File: src/rtl/alu_seq_if.sv
// rtl/alu_seq_if.sv - operand/result handshake bundle for alu_seq
interface alu_seq_if #(
  parameter int WIDTH = 16
);
  logic             in_valid;
  logic             in_ready;
  logic [WIDTH-1:0] a;
  logic [WIDTH-1:0] b;
  logic [3:0]       opcode;
  logic             out_valid;
  logic             out_ready;
  logic [WIDTH-1:0] result;
  logic [WIDTH-1:0] result_hi;
  logic             carry;
  logic             overflow;
  logic             zero;
  logic             sign;
  logic             div_zero;

  modport slave (
    input  in_valid, a, b, opcode, out_ready,
    output in_ready, out_valid, result, result_hi, carry, overflow, zero, sign, div_zero
  );

  modport master (
    output in_valid, a, b, opcode, out_ready,
    input  in_ready, out_valid, result, result_hi, carry, overflow, zero, sign, div_zero
  );
endinterface

File: src/rtl/alu_seq.sv
// rtl/alu_seq.sv - multi-cycle ALU with shift-add MUL and restoring DIV
module alu_seq #(
  parameter int WIDTH = 16
) (
  input  logic      clk,
  input  logic      rst_n,
  alu_seq_if.slave  bus
);
  localparam int CW = $clog2(WIDTH);

  localparam logic [3:0] OP_ADD = 4'h0, OP_SUB = 4'h1, OP_AND = 4'h2, OP_OR  = 4'h3,
                         OP_XOR = 4'h4, OP_NOT = 4'h5, OP_LSH = 4'h6, OP_RSH = 4'h7,
                         OP_LT  = 4'h8, OP_GT  = 4'h9, OP_EQ  = 4'hA, OP_INC = 4'hB,
                         OP_DEC = 4'hC, OP_MUL = 4'hD, OP_DIV = 4'hE;

  typedef enum logic [1:0] {S_IDLE, S_MUL, S_DIV, S_DONE} state_t;

  state_t           state, state_nxt;
  logic [CW-1:0]    cnt;
  logic [WIDTH-1:0] opb;
  logic [WIDTH-1:0] wrk_hi, wrk_lo;

  logic [WIDTH-1:0] res_q, hi_q;
  logic             carry_q, ovf_q, zero_q, sign_q, dz_q;

  logic             accept;
  assign accept = (state == S_IDLE) && bus.in_valid;

  always_ff @(posedge clk or negedge rst_n) begin
    if (!rst_n) state <= S_IDLE;
    else        state <= state_nxt;
  end

  always_comb begin
    state_nxt = state;
    case (state)
      S_IDLE: begin
        if (accept) begin
          if (bus.opcode == OP_MUL)                         state_nxt = S_MUL;
          else if (bus.opcode == OP_DIV && bus.b != '0)     state_nxt = S_DIV;
          else                                              state_nxt = S_DONE;
        end
      end
      S_MUL, S_DIV: if (cnt == '0) state_nxt = S_DONE;
      S_DONE:       if (bus.out_ready) state_nxt = S_IDLE;
      default:      state_nxt = S_IDLE;
    endcase
  end

  // Single-cycle results, computed straight from the live inputs at accept
  logic [WIDTH:0]   add_w, sub_w;
  logic [WIDTH-1:0] s_res, s_hi;
  logic             s_c, s_v, s_dz;

  assign add_w = {1'b0, bus.a} + {1'b0, bus.b};
  assign sub_w = {1'b0, bus.a} - {1'b0, bus.b};

  always_comb begin
    s_res = '0;
    s_hi  = '0;
    s_c   = 1'b0;
    s_v   = 1'b0;
    s_dz  = 1'b0;
    case (bus.opcode)
      OP_ADD: begin
        s_res = add_w[WIDTH-1:0];
        s_c   = add_w[WIDTH];
        s_v   = (bus.a[WIDTH-1] == bus.b[WIDTH-1]) && (add_w[WIDTH-1] != bus.a[WIDTH-1]);
      end
      OP_SUB: begin
        s_res = sub_w[WIDTH-1:0];
        s_c   = sub_w[WIDTH];
        s_v   = (bus.a[WIDTH-1] != bus.b[WIDTH-1]) && (sub_w[WIDTH-1] != bus.a[WIDTH-1]);
      end
      OP_AND: s_res = bus.a & bus.b;
      OP_OR:  s_res = bus.a | bus.b;
      OP_XOR: s_res = bus.a ^ bus.b;
      OP_NOT: s_res = ~bus.a;
      OP_LSH: begin
        s_res = {bus.a[WIDTH-2:0], 1'b0};
        s_c   = bus.a[WIDTH-1];
      end
      OP_RSH: begin
        s_res = {1'b0, bus.a[WIDTH-1:1]};
        s_c   = bus.a[0];
      end
      OP_LT:  s_res = {{(WIDTH-1){1'b0}}, (bus.a < bus.b)};
      OP_GT:  s_res = {{(WIDTH-1){1'b0}}, (bus.a > bus.b)};
      OP_EQ:  s_res = {{(WIDTH-1){1'b0}}, (bus.a == bus.b)};
      OP_INC: begin
        s_res = bus.a + WIDTH'(1);
        s_c   = &bus.a;
      end
      OP_DEC: begin
        s_res = bus.a - WIDTH'(1);
        s_c   = ~|bus.a;
      end
      // Only reaches the output load when b == 0; b != 0 goes iterative
      OP_DIV: begin
        s_res = '1;
        s_hi  = bus.a;
        s_c   = 1'b1;
        s_dz  = 1'b1;
      end
      default: ;
    endcase
  end

  // One iteration step; {wrk_hi, wrk_lo} is product-so-far / {remainder, dividend-shifting}
  logic [WIDTH:0]   mul_sum, div_sh, div_diff;
  logic             div_ok;
  logic [WIDTH-1:0] fin_hi, fin_lo;

  assign mul_sum  = {1'b0, wrk_hi} + (wrk_lo[0] ? {1'b0, opb} : '0);
  assign div_sh   = {wrk_hi, wrk_lo[WIDTH-1]};
  assign div_diff = div_sh - {1'b0, opb};
  assign div_ok   = ~div_diff[WIDTH];

  always_comb begin
    if (state == S_MUL) begin
      fin_hi = mul_sum[WIDTH:1];
      fin_lo = {mul_sum[0], wrk_lo[WIDTH-1:1]};
    end else begin
      fin_hi = div_ok ? div_diff[WIDTH-1:0] : div_sh[WIDTH-1:0];
      fin_lo = {wrk_lo[WIDTH-2:0], div_ok};
    end
  end

  logic             ld_en, last_iter;
  logic [WIDTH-1:0] ld_res, ld_hi;
  logic             ld_c, ld_v, ld_dz;

  assign last_iter = (state == S_MUL || state == S_DIV) && (cnt == '0);
  assign ld_en     = (accept && state_nxt == S_DONE) || last_iter;

  always_comb begin
    if (state == S_IDLE) begin
      ld_res = s_res;
      ld_hi  = s_hi;
      ld_c   = s_c;
      ld_v   = s_v;
      ld_dz  = s_dz;
    end else begin
      ld_res = fin_lo;
      ld_hi  = fin_hi;
      ld_c   = (state == S_MUL) && (fin_hi != '0);
      ld_v   = (state == S_MUL) && (fin_hi != '0);
      ld_dz  = 1'b0;
    end
  end

  always_ff @(posedge clk or negedge rst_n) begin
    if (!rst_n) begin
      cnt     <= '0;
      opb     <= '0;
      wrk_hi  <= '0;
      wrk_lo  <= '0;
      res_q   <= '0;
      hi_q    <= '0;
      carry_q <= 1'b0;
      ovf_q   <= 1'b0;
      zero_q  <= 1'b0;
      sign_q  <= 1'b0;
      dz_q    <= 1'b0;
    end else begin
      if (accept) begin
        opb    <= bus.b;
        wrk_hi <= '0;
        wrk_lo <= bus.a;
        cnt    <= CW'(WIDTH - 1);
      end else if (state == S_MUL || state == S_DIV) begin
        wrk_hi <= fin_hi;
        wrk_lo <= fin_lo;
        cnt    <= cnt - 1'b1;
      end
      if (ld_en) begin
        res_q   <= ld_res;
        hi_q    <= ld_hi;
        carry_q <= ld_c;
        ovf_q   <= ld_v;
        zero_q  <= (ld_res == '0);
        sign_q  <= ld_res[WIDTH-1];
        dz_q    <= ld_dz;
      end
    end
  end

  assign bus.in_ready  = (state == S_IDLE);
  assign bus.out_valid = (state == S_DONE);
  assign bus.result    = res_q;
  assign bus.result_hi = hi_q;
  assign bus.carry     = carry_q;
  assign bus.overflow  = ovf_q;
  assign bus.zero      = zero_q;
  assign bus.sign      = sign_q;
  assign bus.div_zero  = dz_q;
endmodule

File: src/flat_wrapper.sv
// flat-port wrapper written by rule: the top's interface ports become plain ports
module alu_seq_flat 
#(
  parameter int WIDTH = 16
)
  (clk, rst_n, bus_in_valid, bus_a, bus_b, bus_opcode, bus_out_ready, bus_in_ready, bus_out_valid, bus_result, bus_result_hi, bus_carry, bus_overflow, bus_zero, bus_sign, bus_div_zero);
  alu_seq_if #(.WIDTH(WIDTH)) bus_i ();
  input  logic clk;
  input  logic rst_n;
  input wire logic [$bits(bus_i.in_valid)-1:0] bus_in_valid;
  input wire logic [$bits(bus_i.a)-1:0] bus_a;
  input wire logic [$bits(bus_i.b)-1:0] bus_b;
  input wire logic [$bits(bus_i.opcode)-1:0] bus_opcode;
  input wire logic [$bits(bus_i.out_ready)-1:0] bus_out_ready;
  output wire logic [$bits(bus_i.in_ready)-1:0] bus_in_ready;
  output wire logic [$bits(bus_i.out_valid)-1:0] bus_out_valid;
  output wire logic [$bits(bus_i.result)-1:0] bus_result;
  output wire logic [$bits(bus_i.result_hi)-1:0] bus_result_hi;
  output wire logic [$bits(bus_i.carry)-1:0] bus_carry;
  output wire logic [$bits(bus_i.overflow)-1:0] bus_overflow;
  output wire logic [$bits(bus_i.zero)-1:0] bus_zero;
  output wire logic [$bits(bus_i.sign)-1:0] bus_sign;
  output wire logic [$bits(bus_i.div_zero)-1:0] bus_div_zero;
  assign bus_i.in_valid = bus_in_valid;
  assign bus_i.a = bus_a;
  assign bus_i.b = bus_b;
  assign bus_i.opcode = bus_opcode;
  assign bus_i.out_ready = bus_out_ready;
  assign bus_in_ready = bus_i.in_ready;
  assign bus_out_valid = bus_i.out_valid;
  assign bus_result = bus_i.result;
  assign bus_result_hi = bus_i.result_hi;
  assign bus_carry = bus_i.carry;
  assign bus_overflow = bus_i.overflow;
  assign bus_zero = bus_i.zero;
  assign bus_sign = bus_i.sign;
  assign bus_div_zero = bus_i.div_zero;
  alu_seq #(.WIDTH(WIDTH)) u_core (.clk(clk), .rst_n(rst_n), .bus(bus_i));
endmodule
File: config.mk
export PLATFORM = sky130hd
export DESIGN_NAME = alu_seq_flat
export DESIGN_NICKNAME = d
export VERILOG_FILES = /design/src/rtl/alu_seq_if.sv /design/src/rtl/alu_seq.sv /design/src/flat_wrapper.sv
export SDC_FILE = /design/constraint.sdc
export NUM_CORES = 1
export LEC_CHECK = 0
export ABC_CLOCK_PERIOD_IN_PS = 6150
export BUFFER_PORTS_ARGS = -buffer_cell sky130_fd_sc_hd__buf_2
export CORE_MARGIN = 2
export CORE_UTILIZATION = 51
export CTS_CLUSTER_DIAMETER = 40
export DETAILED_ROUTE_END_ITERATION = 8
export PLACE_DENSITY = 0.71
export SLEW_MARGIN = 40
export SYNTH_ARGS = -nofsm -noshare
export SYNTH_HDL_FRONTEND = slang
export SYNTH_SLANG_ARGS = --single-unit
File: constraint.sdc
create_clock -name clk -period 6.15 [get_ports clk]
set_clock_uncertainty 0.1 [all_clocks]
set_input_delay 0.615 -clock clk [delete_from_list [all_inputs] [get_ports clk]]
set_output_delay 0.615 -clock clk [all_outputs]
set_load 0.05 [all_outputs]
==> results of run 1 <==
Yosys cell counts (all sizes together), types with 12 or more instances:
cell type and n:
nor2 149, nand2 127, o21ai 91, dfrtp 90, ha 85, inv 83, a21oi 82, clkbuf 57
xnor2 46, mux2i 40, buf 33, nor3 31, o211ai 23, a31oi 22, and2 21, nand3 20
nand2b 17, nor4 17, o22ai 15, a21o 14, a221oi 14, nor2b 14, xor2 13, a22oi 12
layout make-up:
cell class | instances | area, um^2
Fill cell | 1925 | 8580
Clock inverter | 7 | 72.6
Sequential cell | 90 | 2250
Antenna cell | 1 | 2.50
Tap cell | 265 | 332
Clock buffer | 9 | 225
Inverter | 85 | 319
Timing Repair Buffer | 96 | 528
Multi-Input combinational cell | 1049 | 7150
cells by family (layout without fill, tap and decap cells):
family	after synthesis	in the layout	share of synthesized area
and+or+nand+nor	451	451	0.218
AOI/OAI and AO/OA	402	402	0.274
buffers and inverters	175	197	0.0725
DFF	90	90	0.223
adders and majority gates	89	89	0.113
xor gates and xnor gates	59	59	0.0512
muxes	48	48	0.0486
other	0	1	0
routing by layer:
layer	up-vias	part of all wire	GRT usage
li1	4777	-	-
met1	5133	0.41	0.508
met2	609	0.44	0.576
met3	129	0.090	0.0563
met4	0	0.059	0.192
met5	-	0	0
through the flow:
step	cells	utilization	setup slack, ns	hold WS (ns)	instance area [um^2]
detailed placement	1585	0.543	1.51	0.354	10600
global route	1602	0.559	1.54	0.129	10900
CTS	1601	0.559	1.74	0.108	10900
finish	1602	0.559	1.68	0.0835	10900
global placement	1585	0.543	1.46	0.350	10600
floorplan	1314	-	2.47	0.219	10100
sequential cells by signal, indices dropped and copies added (netlist names):
name and flops:
u_core.bus.result_hi 16, u_core.opb 16, u_core.wrk_hi 16, u_core.wrk_lo 16, u_core.bus.result 15, u_core.cnt 4, u_core.state 2, u_core.bus.carry 1
u_core.bus.div_zero 1, u_core.bus.overflow 1, u_core.bus.sign 1, u_core.bus.zero 1
power groups by stage:
stage | combinational (mW) | clock, mW | sequential [mW]
after detailed placement | 3.84 | 0 | 1.09
after floorplan | 2.47 | 0 | 1.40
after CTS | 3.87 | 0.571 | 1.09
after global routing | 4.25 | 0.598 | 1.12
after global placement | 3.84 | 0 | 1.09
final | 3.93 | 0.565 | 1.09
how the worst min path moves through the flow:
stage                                     startpoint                               end
finish                                         rst_n        u_core.opb[11]$_DFFE_PN0P_
global route                                   rst_n        u_core.opb[11]$_DFFE_PN0P_
CTS                                            rst_n        u_core.opb[11]$_DFFE_PN0P_
detailed placement  u_core.bus.result[4]$_DFFE_PN0P_  u_core.bus.result[4]$_DFFE_PN0P_
global placement    u_core.bus.result[4]$_DFFE_PN0P_  u_core.bus.result[4]$_DFFE_PN0P_
floorplan                                      rst_n      u_core.bus.carry$_DFFE_PN0P_
==> implementation parameters, run 1 <==
Parameter                              Value

Status
  Status    finished, final reports clean

STA
  RSZ-0062 raised after global routing    no
  Final period util    0.728
  Sum of negative setup slack    0 ns
  Final Setup Violations    0
  Worst slew margin relative to its limit    0.419
  Max-slew violation total from the final report    0
  Final Hold Violating Endpoints    0
  Peak clock frequency supported by timing    0.223 GHz
  Slew of the pin with the lowest slew margin    0.868 ns
  Clock period minus final worst setup slack    4.47 ns

Logic synthesis
  Synthesis-stage register bit count    90
  Ys Warns    0
  Distinct cells, synth    95
  Area share of the leading cell type in the synthesized netlist    0.223
  Part of the Yosys area used for sequential elements    0.223
  Largest area contributor in the netlist    sky130_fd_sc_hd__dfrtp_1
  Synthesized net count    1443
  Fraction of registers with async set or reset after synthesis    1.00
  Top area cells in the synthesized netlist    sky130_fd_sc_hd__dfrtp_1, sky130_fd_sc_hd__ha_1, sky130_fd_sc_hd__nor2_1, sky130_fd_sc_hd__nand2_1, sky130_fd_sc_hd__o21ai_0
  Post-Syn Instances    1314
  Cell area after synthesis    0.0101 mm^2
  Number of enable-type register cells in the synthesized netlist    0
  Mapped Avg Cell Area    7.68 um^2
  Most used flip-flop cell after synthesis    sky130_fd_sc_hd__dfrtp_1

Setup path
  Crit start category    register
  Required time of the critical path    6.29 ns
  Critical path arrival    4.61 ns
  Worst Setup End Kind    register
  Slowest cell on crit path    sky130_fd_sc_hd__nor2_2
  Critical register-to-register path endpoint    u_core.bus.overflow$_DFFE_PN0P_
  Startpoint of the worst-slack reg-to-reg timing path    u_core.wrk_lo[15]$_DFFE_PN0P_
  Number of cells on the critical path    14
  Crit path max fanout    11
  Worst path bufs/invs    2
  End point of the critical path    u_core.bus.overflow$_DFFE_PN0P_
  Start-to-end type of the worst setup path    reg -> reg
  Crit path from    u_core.wrk_lo[15]$_DFFE_PN0P_
  Crit-path max cell delay    0.65 ns
  Top delay family on crit path    compound AO/OA/AOI/OAI gates
  Worst reg-to-reg path cell count    14
  Reg-to-reg setup timing slack    1.68 ns
  Critical path, cell by cell    inv_1, ha_1, inv_1, fa_1, a211oi_1, o21ai_1, a31oi_1, a31oi_1, nor2_2, o311ai_1, nor4b_2, nand4_1, o41ai_2, nand3_1

Die
  Number of top-level design ports    79
  CORE AREA    0.0195 mm^2
  Die H    145 um
  Die ar.    0.0209 mm^2
  Die extent in x    145 um
  Starting density of the core    0.519
  Floorplan row count    51

Drt
  Pre-antenna DRT Iters    6
  Vias per cell    6.65
  Number of routed nets with antenna violations    0
  Number of violations reported at the end of detailed-routing iteration 0    1279
  Final Routed Wirelength    38.8 mm
  Post-detailed-route wirelength per cell    24.2 um
  Via Count    10.6k
  DRC violations left    0

Clock network
  Number of hold buffers added after CTS    0
  Clock-pin slew on the worst setup and hold paths    0.08 ns
  Buffers inserted during post-CTS setup optimization    0
  Number of CTS-inserted buffers    9
  Number of gates given a new drive strength after cts    0
  CTS H-tree lvls    3
  Maximum count of clock buffers along a single path    2
  Clock net sink count    90
  Clk Latency, worst-skew pair    0.36 ns
  CTS tree    done
  Root buf cell    sky130_fd_sc_hd__clkbuf_16

Pwr
  Int Pwr    2.46 mW
  Cell leakage power    4.76 nW
  Switching power as a share of total power    0.559
  Part of the total power dissipated in combinational logic    0.704
  Final Total Pwr    5.59 mW
  Seq pwr share    0.195
  Max VDD drop    0.285 mV
  Areal power density over the cells    514 mW/mm^2
  Clock network fraction of design power    0.101
  Total net switching power    3.12 mW

Global routing
  Number of antenna violations at the first check in global routing    1
  Vias in the first global route    9932
  Congestion Overflow GR    0
  Wire length of the first global-routing pass    58.7 mm
  Gr usage total    0.373
  Maximum number of pins on one net before global-route repair    58

Layout
  Syn-to-layout area delta    7.73%
  Fraction of final layout cells with drive strength greater than 1    0.122
  Most frequent cells in the layout    sky130_fd_sc_hd__nor2_1, sky130_fd_sc_hd__nand2_1, sky130_fd_sc_hd__dfrtp_1, sky130_fd_sc_hd__o21ai_0
  Post-layout nets    1460
  Commonest non-fill, non-tap cell in the layout    sky130_fd_sc_hd__nor2_1

Job
  Maxcap violations    0

Placed design
  Last weighted congestion value of the routability-driven placer    1.04
  Number of port buffers    78
  Post-DP HPWL    29.6 mm

Hold path
  Worst hold-check path type    in -> async
Power figures use the tool's default switching activity.
==> run 2: changes to the inputs <==
Settings changed: ABC_CLOCK_PERIOD_IN_PS 6150 to 4000, PLACE_DENSITY 0.71 to 0.74.
Clock period 6.15 ns to 4 ns, I/O delays scaled along.
==> implementation parameters, run 2 (synthesis results as in run 1) <==
Parameter                              Value

Global routing
  Vias in the first global route    10.3k (+3.5%)
  Wire length of the first global-routing pass    57.2 mm (-2.5%)
  Gr usage total    0.362 (-0.0116)
  Number of antenna violations at the first check in global routing    0 (-1)
  Maximum number of pins on one net before global-route repair    61 (+5.2%)
  Congestion Overflow GR    0 (unchanged)

Drt
  Number of routed nets with antenna violations    0 (unchanged)
  Vias per cell    6.42 (-3.4%)
  DRC violations left    0 (unchanged)
  Pre-antenna DRT Iters    8 (+2)
  Via Count    10.8k (+1.1%)
  Final Routed Wirelength    37.8 mm (-2.5%)
  Post-detailed-route wirelength per cell    22.6 um (-6.9%)
  Number of violations reported at the end of detailed-routing iteration 0    1178 (-7.9%)

Clock network
  Clock-pin slew on the worst setup and hold paths    0.08 ns (about the same)
  Maximum count of clock buffers along a single path    2 (unchanged)
  Buffers inserted during post-CTS setup optimization    0 (unchanged)
  Root buf cell    sky130_fd_sc_hd__clkbuf_16
  Clock net sink count    90 (unchanged)
  CTS H-tree lvls    3 (unchanged)
  Clk Latency, worst-skew pair    0.36 ns (about the same)
  Number of CTS-inserted buffers    9 (unchanged)
  CTS tree    done

STA
  Final Setup Violations    0 (unchanged)
  Max-slew violation total from the final report    0 (unchanged)
  Peak clock frequency supported by timing    0.263 GHz (+18%)
  Sum of negative setup slack    0 ns (unchanged)
  Clock period minus final worst setup slack    3.80 ns (-0.674 ns)
  Worst slew margin relative to its limit    0.465 (+0.0468)
  RSZ-0062 raised after global routing    no
  Final Hold Violating Endpoints    0 (unchanged)
  PnR worst setup slack    0.199 ns (-1.48 ns)
  Slew of the pin with the lowest slew margin    0.799 ns (-0.0691 ns)
  Final period util    0.950 (+0.223)
  Final-layout worst hold slack    0.233 ns (+0.150 ns)

Placed design
  Post-DP HPWL    29.9 mm (+1.2%)
  Number of port buffers    78 (unchanged)
  Last weighted congestion value of the routability-driven placer    1.05 (+0.99%)
  Setup slack at placement    0.0301 ns (-1.48 ns)
  Placed Instance Area    0.0112 mm^2 (+5.6%)
  # placed instances    1661 (+4.8%)

Layout
  Post-layout nets    1537 (+5.3%)
  Post-route cell area    0.0115 mm^2 (+5.7%)
  Commonest non-fill, non-tap cell in the layout    sky130_fd_sc_hd__nor2_1
  Non-filler instance count after layout    1678 (+4.7%)
  Fraction of final layout cells with drive strength greater than 1    0.172 (+0.0500)
  Count of antenna diodes in the layout    0 (-1)
  Most frequent cells in the layout    sky130_fd_sc_hd__nor2_1, sky130_fd_sc_hd__nand2_1, sky130_fd_sc_hd__buf_4, sky130_fd_sc_hd__dfrtp_1, sky130_fd_sc_hd__o21ai_0
  Syn-to-layout area delta    13.9%
  Core occupancy in the finished layout    0.591 (+0.0320)

Setup path
  Worst reg-to-reg path cell count    15 (+1)
  Reg-to-reg setup timing slack    0.20 ns (-1.48 ns)
  Required time of the critical path    4.13 ns (-2.16 ns)
  Start-to-end type of the worst setup path    reg -> reg
  Crit start category    register
  Critical path arrival    3.93 ns (-0.68 ns)
  Worst Setup End Kind    register
  Startpoint of the worst-slack reg-to-reg timing path    u_core.wrk_lo[15]$_DFFE_PN0P_
  Critical register-to-register path endpoint    u_core.bus.overflow$_DFFE_PN0P_
  Crit path max fanout    6 (-5)

Pwr
  Final Total Pwr    8.81 mW (+58%)
  Areal power density over the cells    767 mW/mm^2 (+49%)
  Cell leakage power    5.14 nW (+7.9%)
  Max VDD drop    0.432 mV (+52%)

Hold path
  End point of the worst hold path    u_core.opb[14]$_DFFE_PN0P_
  Number of cells traversed by the worst hold path    3
  Min-Delay Startpoint    bus_b[14]
  Worst hold-check path type    in -> reg

Die
  Number of top-level design ports    79 (unchanged)
  Die extent in x    145 um (unchanged)
  Die ar.    0.0209 mm^2 (unchanged)
  Floorplan row count    51 (unchanged)
  Die H    145 um (unchanged)
  Starting density of the core    0.519 (unchanged)
  CORE AREA    0.0195 mm^2 (unchanged)

Job
  Maxcap violations    0 (unchanged)

Status
  Status    finished, final reports clean
[run 2: cell types whose count changed in the layout (fill, tap and decap cells not counted), sizes merged]
cell | previous run | this run
buf | 96 | 172
diode | 1 | 0
dlygate4sd3 | 0 | 1
[run 2: final cells by class]
class	instances	area (um^2)
flip-flops and latches	90	2250
well taps	265	332
inverters	85	319
clock inverters	7	67.6
multi-input cells	1049	7180
clock buffers	9	225
fillers	1803	7960
repair buffers	173	1120
[run 2: how the worst max path moves through the flow]
stage | depth (start not counted) | slack (ns) | end | from
after floorplan | 15 | 0.54 | u_core.bus.zero$_DFFE_PN0P_ | bus_a[0]
after global placement | 14 | 0.18 | u_core.bus.overflow$_DFFE_PN0P_ | u_core.wrk_lo[15]$_DFFE_PN0P_
after detailed placement | 14 | 0.03 | u_core.bus.overflow$_DFFE_PN0P_ | u_core.wrk_lo[15]$_DFFE_PN0P_
after CTS | 14 | 0.006 | u_core.bus.overflow$_DFFE_PN0P_ | u_core.wrk_lo[15]$_DFFE_PN0P_
after global routing | 15 | 0.01 | u_core.bus.carry$_DFFE_PN0P_ | u_core.wrk_lo[15]$_DFFE_PN0P_
final | 15 | 0.20 | u_core.bus.overflow$_DFFE_PN0P_ | u_core.wrk_lo[15]$_DFFE_PN0P_
[run 2: routing by layer]
| metal | GRT usage | part of all wire |
|---|---|---|
| met1 | 0.459 | 0.40 |
| met4 | 0.231 | 0.069 |
| met3 | 0.0671 | 0.087 |
| met5 | 0 | 0 |
| met2 | 0.566 | 0.44 |
[run 2: what timing repair did]
action | 4_1_cts | 5_1_grt
hold buffers | 0 | 1
setup endpoints to repair | 0 | 6
hold endpoints to repair | 0 | 54
gates resized for setup | 0 | 4
[run 2: power by group]
group          switching [mW]  total (mW)  leakage, nW  internal (mW)
clock                   0.406       0.842        0.140          0.436
combinational            4.07        6.31         3.90           2.25
sequential              0.321        1.66         1.10           1.34
total                    4.79        8.81         5.14           4.02
[run 2: worst max-delay path: stages, from the launching register on]
cell	delay, ns
sky130_fd_sc_hd__dfrtp_1	0.41
sky130_fd_sc_hd__inv_1	0.11
sky130_fd_sc_hd__ha_1	0.17
sky130_fd_sc_hd__inv_1	0.06
sky130_fd_sc_hd__fa_2	0.38
sky130_fd_sc_hd__a211oi_2	0.31
sky130_fd_sc_hd__o21ai_2	0.15
sky130_fd_sc_hd__a31o_1	0.29
sky130_fd_sc_hd__o31ai_4	0.31
sky130_fd_sc_hd__nor2_1	0.12
sky130_fd_sc_hd__buf_4	0.18
sky130_fd_sc_hd__mux2_2	0.27
sky130_fd_sc_hd__mux2i_1	0.19
sky130_fd_sc_hd__nand2_1	0.10
sky130_fd_sc_hd__o41ai_2	0.42
sky130_fd_sc_hd__nand3_1	0.12
